`src/rtl/misr.sv`:
```
`default_nettype none
// ============================================================================
// Module   : misr
// Purpose  : Multiple-input signature register for the LBIST response path.
//            Compacts one WIDTH-bit response word per enabled cycle into a
//            Galois-form signature over n_pat patterns, then compares the
//            result against a golden value and reports done/pass.
// Ports    : clk     - system clock, rising edge
//            rst_n   - asynchronous active-low reset
//            start   - single-cycle run start (honoured in IDLE/DONE only)
//            en      - compaction enable; signature/counter hold when low
//            n_pat   - number of response words, latched on start
//            resp    - response word from the CUT scan outputs
//            golden  - expected signature, sampled on the edge entering DONE
//            sig     - current signature register
//            busy    - high while running
//            done    - high once the run has finished
//            pass    - compare result, valid while done is high
// Revision : 1.0 - initial release
// ============================================================================
module misr #(
  parameter int               WIDTH = 21,
  parameter logic [WIDTH-1:0] POLY  = 21'h000005,
  parameter logic [WIDTH-1:0] SEED  = '0,
  parameter int               CNT_W = 16
) (
  input  logic             clk,
  input  logic             rst_n,
  input  logic             start,
  input  logic             en,
  input  logic [CNT_W-1:0] n_pat,
  input  logic [WIDTH-1:0] resp,
  input  logic [WIDTH-1:0] golden,
  output logic [WIDTH-1:0] sig,
  output logic             busy,
  output logic             done,
  output logic             pass
);

  localparam logic [CNT_W-1:0] c_cnt_one  = {{(CNT_W-1){1'b0}}, 1'b1};
  localparam logic [CNT_W-1:0] c_cnt_zero = '0;

  typedef enum logic [1:0] {
    S_IDLE = 2'd0,
    S_RUN  = 2'd1,
    S_DONE = 2'd2
  } state_t;

  state_t           r_state, w_state_nxt;
  logic [WIDTH-1:0] r_sig,   w_sig_nxt;
  logic [CNT_W-1:0] r_cnt,   w_cnt_nxt;
  logic [CNT_W-1:0] r_npat,  w_npat_nxt;
  logic             r_busy,  w_busy_nxt;
  logic             r_done,  w_done_nxt;
  logic             r_pass,  w_pass_nxt;

  logic [WIDTH-1:0] w_compact;
  logic             w_last;

  // Galois step: shift left, fold the outgoing MSB back through POLY,
  // then mix in the response word.
  assign w_compact = {r_sig[WIDTH-2:0], 1'b0}
                   ^ (r_sig[WIDTH-1] ? POLY : '0)
                   ^ resp;

  // RUN is only entered with a non-zero n_pat, so n_pat-1 never underflows
  // while this is used.
  assign w_last = (r_cnt == (r_npat - c_cnt_one));

  always_comb begin
    w_state_nxt = r_state;
    w_sig_nxt   = r_sig;
    w_cnt_nxt   = r_cnt;
    w_npat_nxt  = r_npat;
    w_busy_nxt  = r_busy;
    w_done_nxt  = r_done;
    w_pass_nxt  = r_pass;

    case (r_state)
      S_IDLE, S_DONE: begin
        if (start) begin
          w_sig_nxt  = SEED;
          w_cnt_nxt  = c_cnt_zero;
          w_npat_nxt = n_pat;
          w_done_nxt = 1'b0;
          w_pass_nxt = 1'b0;
          if (n_pat == c_cnt_zero) begin
            // Empty run: the seed itself is the signature.
            w_state_nxt = S_DONE;
            w_busy_nxt  = 1'b0;
            w_done_nxt  = 1'b1;
            w_pass_nxt  = (SEED == golden);
          end else begin
            w_state_nxt = S_RUN;
            w_busy_nxt  = 1'b1;
          end
        end
      end

      S_RUN: begin
        if (en) begin
          w_sig_nxt = w_compact;
          w_cnt_nxt = r_cnt + c_cnt_one;
          if (w_last) begin
            w_state_nxt = S_DONE;
            w_busy_nxt  = 1'b0;
            w_done_nxt  = 1'b1;
            w_pass_nxt  = (w_compact == golden);
          end
        end
      end

      default: begin
        w_state_nxt = S_IDLE;
        w_busy_nxt  = 1'b0;
        w_done_nxt  = 1'b0;
        w_pass_nxt  = 1'b0;
      end
    endcase
  end

  always_ff @(posedge clk or negedge rst_n) begin
    if (!rst_n) begin
      r_state <= S_IDLE;
      r_sig   <= SEED;
      r_cnt   <= c_cnt_zero;
      r_npat  <= c_cnt_zero;
      r_busy  <= 1'b0;
      r_done  <= 1'b0;
      r_pass  <= 1'b0;
    end else begin
      r_state <= w_state_nxt;
      r_sig   <= w_sig_nxt;
      r_cnt   <= w_cnt_nxt;
      r_npat  <= w_npat_nxt;
      r_busy  <= w_busy_nxt;
      r_done  <= w_done_nxt;
      r_pass  <= w_pass_nxt;
    end
  end

  assign sig  = r_sig;
  assign busy = r_busy;
  assign done = r_done;
  assign pass = r_pass;

endmodule
`default_nettype wire
```
`config.mk`:
```
export PLATFORM = sky130hd
export DESIGN_NAME = misr
export DESIGN_NICKNAME = d
export VERILOG_FILES = /design/src/rtl/misr.sv
export SDC_FILE = /design/constraint.sdc
export NUM_CORES = 1
export LEC_CHECK = 0
export CAP_MARGIN = 30
export CORE_AREA = 2 2 83 85
export CTS_CLUSTER_DIAMETER = 100
export CTS_CLUSTER_SIZE = 30
export DETAILED_ROUTE_END_ITERATION = 12
export DIE_AREA = 0 0 85 87
export GPL_ROUTABILITY_DRIVEN = 1
export GPL_TIMING_DRIVEN = 0
export HOLD_SLACK_MARGIN = 0.06
export MAX_ROUTING_LAYER = met4
export PLACE_DENSITY = 0.87
export SETUP_SLACK_MARGIN = 0.15
export SLEW_MARGIN = 20
export SYNTH_ARGS = -nofsm -noshare
export SYNTH_HDL_FRONTEND = slang
export SYNTH_SLANG_ARGS = --single-unit
```
`constraint.sdc`:
```
create_clock -name clk -period 7.7 [get_ports clk]
set_clock_uncertainty 0.2 [all_clocks]
set_input_delay 1.54 -clock clk [delete_from_list [all_inputs] [get_ports clk]]
set_output_delay 1.54 -clock clk [all_outputs]
set_load 0.005 [all_outputs]
```
* Yosys cells after proc, flatten, opt, wreduce, memory -nomap -nowiden
Index checks and enable logic that the tools add are counted.
Storage, ports and cells: bits of input ports 62, flip-flop bits (word level) 58, bits in writable memories 0, bits in latches 0, word-level logic and storage cells 53, memories kept 0, output and inout bits 24, memory bits (read-only) 0
Cells by class: divide/modulo/power cells 0, multipliers 0, eq/ne operators 7, muxes and demuxes 27, bitwise logic cells 2, reductions and logical operators 8, shift operators 0, $lt $le $gt $ge 0, add/sub/neg operators 2
Operators by type and width (count):
- 2-to-1 mux 21 bit | 2
- one-hot mux 21 bit (2 select lines) | 1
- 2-to-1 mux 16 bit | 2
- one-hot mux 16 bit (2 select lines) | 1
- == test 21 bit | 1
- logical NOT 21 bit | 1
- bitwise XOR 21 bit | 1
- bitwise XOR 21 x 3 -> 21 bit | 1
- adder 16 x 1 -> 16 bit (second input constant) | 1
- == test 16 bit | 1
- logical NOT 16 bit | 1
- subtractor 16 x 1 -> 16 bit (second input constant) | 1
- 2-to-1 mux 1 bit | 12
- 2-to-1 mux 2 bit | 4
- != test 2 bit (second input constant) | 3
- one-hot mux 1 bit (2 select lines) | 3
- AND reduction 3 bit | 2
- one-hot mux 2 bit (2 select lines) | 1
- 2-to-1 mux 3 bit | 1
- == test 2 x 1 -> 1 bit (second input constant) | 1
- == test 2 bit (second input constant) | 1
- logical NOT 2 bit | 1
- AND reduction 2 bit | 1
- nonzero test 2 bit | 1
- OR reduction 2 bit | 1

* Longest topological paths before layout
word-level depth 7, depth in mapped cells 9, mapped depth without buffers 9

* Worst setup path before layout
OpenSTA, ideal clock, no wires.
kind input to register, start in start, end reg r_pass, in the netlist pass, setup time 125 ps, buffers on the path 0, arrival time 2939 ps, required time 7375 ps, stages on the path 6, slack 4436 ps, path through o22ai_1 -> or4_1 -> nor3_1 -> o311ai_1 -> o31ai_2 -> mux2_4
On the way: cells in the longest elaborated chain, start to end 2
Ends and longest elaborated chain:
- from (decl) | RTL line 29 | input logic start,
- != test 2 bit (no line)
- AND reduction 3 bit (no line)
- to (signal assigned) | RTL line 138 | r_pass <= w_pass_nxt;
- to (decl) | RTL line 55 | logic r_pass, w_pass_nxt;
Every way passes these cells. A chain may end at the register's enable or synchronous reset.

* Final worst setup path
Same ends and word-level chain as after synthesis.

==> flow_summary.toml <==
[worst_setup_path]
worstPathArrival_ns = 3.74
worstPathRequired_ns = 7.71
crit_fanout = 4
critPathKind = "input pin to register"
crit_path_start_kind = "input pin"
endpoint_kind = "register"

[cells_and_area]
fin_nets = 532
n_antenna_cell = 0
final_common_cell = "clkdlybuf4s50_1"
final_cell_mix = "clkdlybuf4s50_1 (84), nand2_1 (59), dfrtp_1 (56), xnor2_1 (52), nand3_1 (30)"
area_growth_pct = 31.0
final_util_pct = 67.0
layout-drive-gt1-share_pct = 4.69

[power]
combPwrFrac_pct = 50.6
switching_share_pct = 41.2
ir_worst_vdd_mv = 0.172
power_frac_seq_pct = 37.8
p_int_w = 0.000864
p_clk_share_pct = 11.6
p_switching_w = 0.000605
p_leak_nw = 1.76
p_per_area_mw_per_mm2 = 334

[synthesis]
synth_area_mm2 = 0.00336
yosys.area.top_type_share_pct = 41.7
synthArstFlopShare_pct = 100
ys_seq_area_share_pct = 41.7
syn-num-nets = 440
synth_area_leaders = "dfrtp_1 (42%), xnor2_1 (14%), nand2_1 (6.6%)"
synth_cell_types = 42
avgSynthCellArea_um2 = 8.93
synth-edff-count = 0
syn_inst = 376
ys.flop_type = "dfrtp_1"
netlist.top_cell.by_area = "dfrtp_1"
ys_ff_latch = 56
yosysWarnings = 0

[clock_network]
post_cts_buffers = 0
clockBufferDepth = 2
cts.sinks = 56
cts_tree = "done"
clk_pin_slew_ns = 0.10
cts_resized = 0
clock_latency_ns = 0.32
cts.hold.buffers_added = 0
htreeDepth = 2
clockRootBuffer = "clkbuf_8"
cts_made_buffers = 5

[timing]
slew_violations = 0
fmax_mhz = 268
worstMarginPinSlew_ns = 0.704
period_needed_ns = 3.73
max-slew-margin-rel_pct = 53.1
setup_viol_count_final = 0
rsz0062_at_grt = "false"
setup_tns_ns = 0
timing.final.crit_share_pct = 48.4
hold_viol = 0
layout_setup_ws_ns = 3.97

[global_routing]
grt_overflow = 0
grt_max_degree = 57
grt_pass1_vias = 3225
grt_pass1_wl_mm = 14.9
grt_usage_pct = 26.2
antenna_found_initial = 0

[floorplan]
start_util_pct = 51.1
rows = 30
dieArea_mm2 = 0.00740
core-area_mm2 = 0.00657
die_x_um = 85
die_h_um = 87
io-pin-count = 86

[placed_design]
pre_cts_slack_ns = 3.66
numPortBuffers = 85
dp_hpwl_mm = 7.14
globalplace.congestion = 0.897

[job]
maxCapViolations = 0

[drt]
num_vias = 3193
wl_mm = 9.14
drtIter0Drc = 163
avgViaCountPerCell = 5.82
drtAntennaViolNets = 0
drtPass1Iterations = 4
drcViolationCount = 0
wire_per_inst_um = 16.7

[run_status]
status = "finished, final reports clean"

[hold_path]
hold_path_class = "register to register"
==> critical path, cell delays in order <==
cell	delay (ns)
clkdlybuf4s50_1	0.55
o22ai_1	0.10
or4_1	0.52
nor3_1	0.20
o311ai_1	0.20
o31ai_2	0.32
mux2_4	0.32
==> cells in the mapped netlist, types with 2 or more instances <==
cell and count:
nand2_1 59, dfrtp_1 56, buf_6 3, xor2_1 21
a31oi_1 2, nor4_1 14, or3_1 6, inv_1 4
nand4b_1 2, a21oi_1 10, nor3_1 7, or4_1 3
clkbuf_1 12, o22ai_1 2, nor2_1 27, nand3_1 30
nand3b_1 2, o31ai_2 2, xnor2_1 52, ha_1 2
nand2b_1 4, o21ai_0 29, nand4_1 7, and3_1 2
==> area by class of cell <==
type / instances / area, um^2
Clock buffer: 7 / 86.3
Sequential cell: 56 / 1400
Inverter: 4 / 15.0
Multi-Input combinational cell: 299 / 1850
Fill cell: 480 / 2170
Clock inverter: 1 / 7.51
Timing Repair Buffer: 85 / 848
Buffer: 17 / 97.6
Tap cell: 80 / 100
==> metal layers <==
metal  wire length, um  GRT usage, %  vias up
met4               389          13.4        0
met2              4510          42.5      131
met3               520          3.98       32
met1              3720          31.9     1545
li1                  -             -     1485
met5                 0             -        -
==> registers in the layout, summed over array words and instances (netlist names) <==
name	flops
r_cnt	16
pass	1
r_npat	16
r_state	2
sig	21
==> metrics by stage <==
stage | total power [W] | hold WS [ns] | std cells | cell area [um^2]
floorplan | 0.000994 | 0.265 | 376 | 3360
global placement | 0.00125 | 0.287 | 541 | 4310
detailed placement | 0.00129 | 0.292 | 541 | 4310
CTS | 0.00146 | 0.332 | 549 | 4400
global route | 0.00158 | 0.349 | 549 | 4400
finish | 0.00147 | 0.335 | 549 | 4400
==> power groups by stage <==
stage	Combinational (W)	Clock, W	Sequential (W)
6_report	0.000743	0.000171	0.000556
5_1_grt	0.000823	0.000182	0.000574
4_1_cts	0.000740	0.000172	0.000551
3_5_place_dp	0.000739	0	0.000554
3_3_place_gp	0.000704	0	0.000548
2_1_floorplan	0.000468	0	0.000526
==> worst paths after layout <==
path	end	slack [ns]	startpoint	depth (start not counted)
max	pass	3.97	start	7
min	r_npat[15]	0.34	r_npat[15]	2
max reg2reg	pass	4.77	r_npat[0]	8
min reg2reg	r_npat[15]	0.34	r_npat[15]	2
max in group asynchronous	sig[5]	5.77	rst_n	1
min in group asynchronous	r_npat[7]	1.06	rst_n	1
==> logic make-up after synthesis <==
kind of cell / share of synthesized area [%]
DFF: 41.7
AOI/OAI and AO/OA: 9.20
xor gates and xnor gates: 19.0
buffers and inverters: 3.35
muxes: 0.745
adders and majority gates: 0.745
and+or+nand+nor: 25.2
Power figures use the tool's default switching activity.
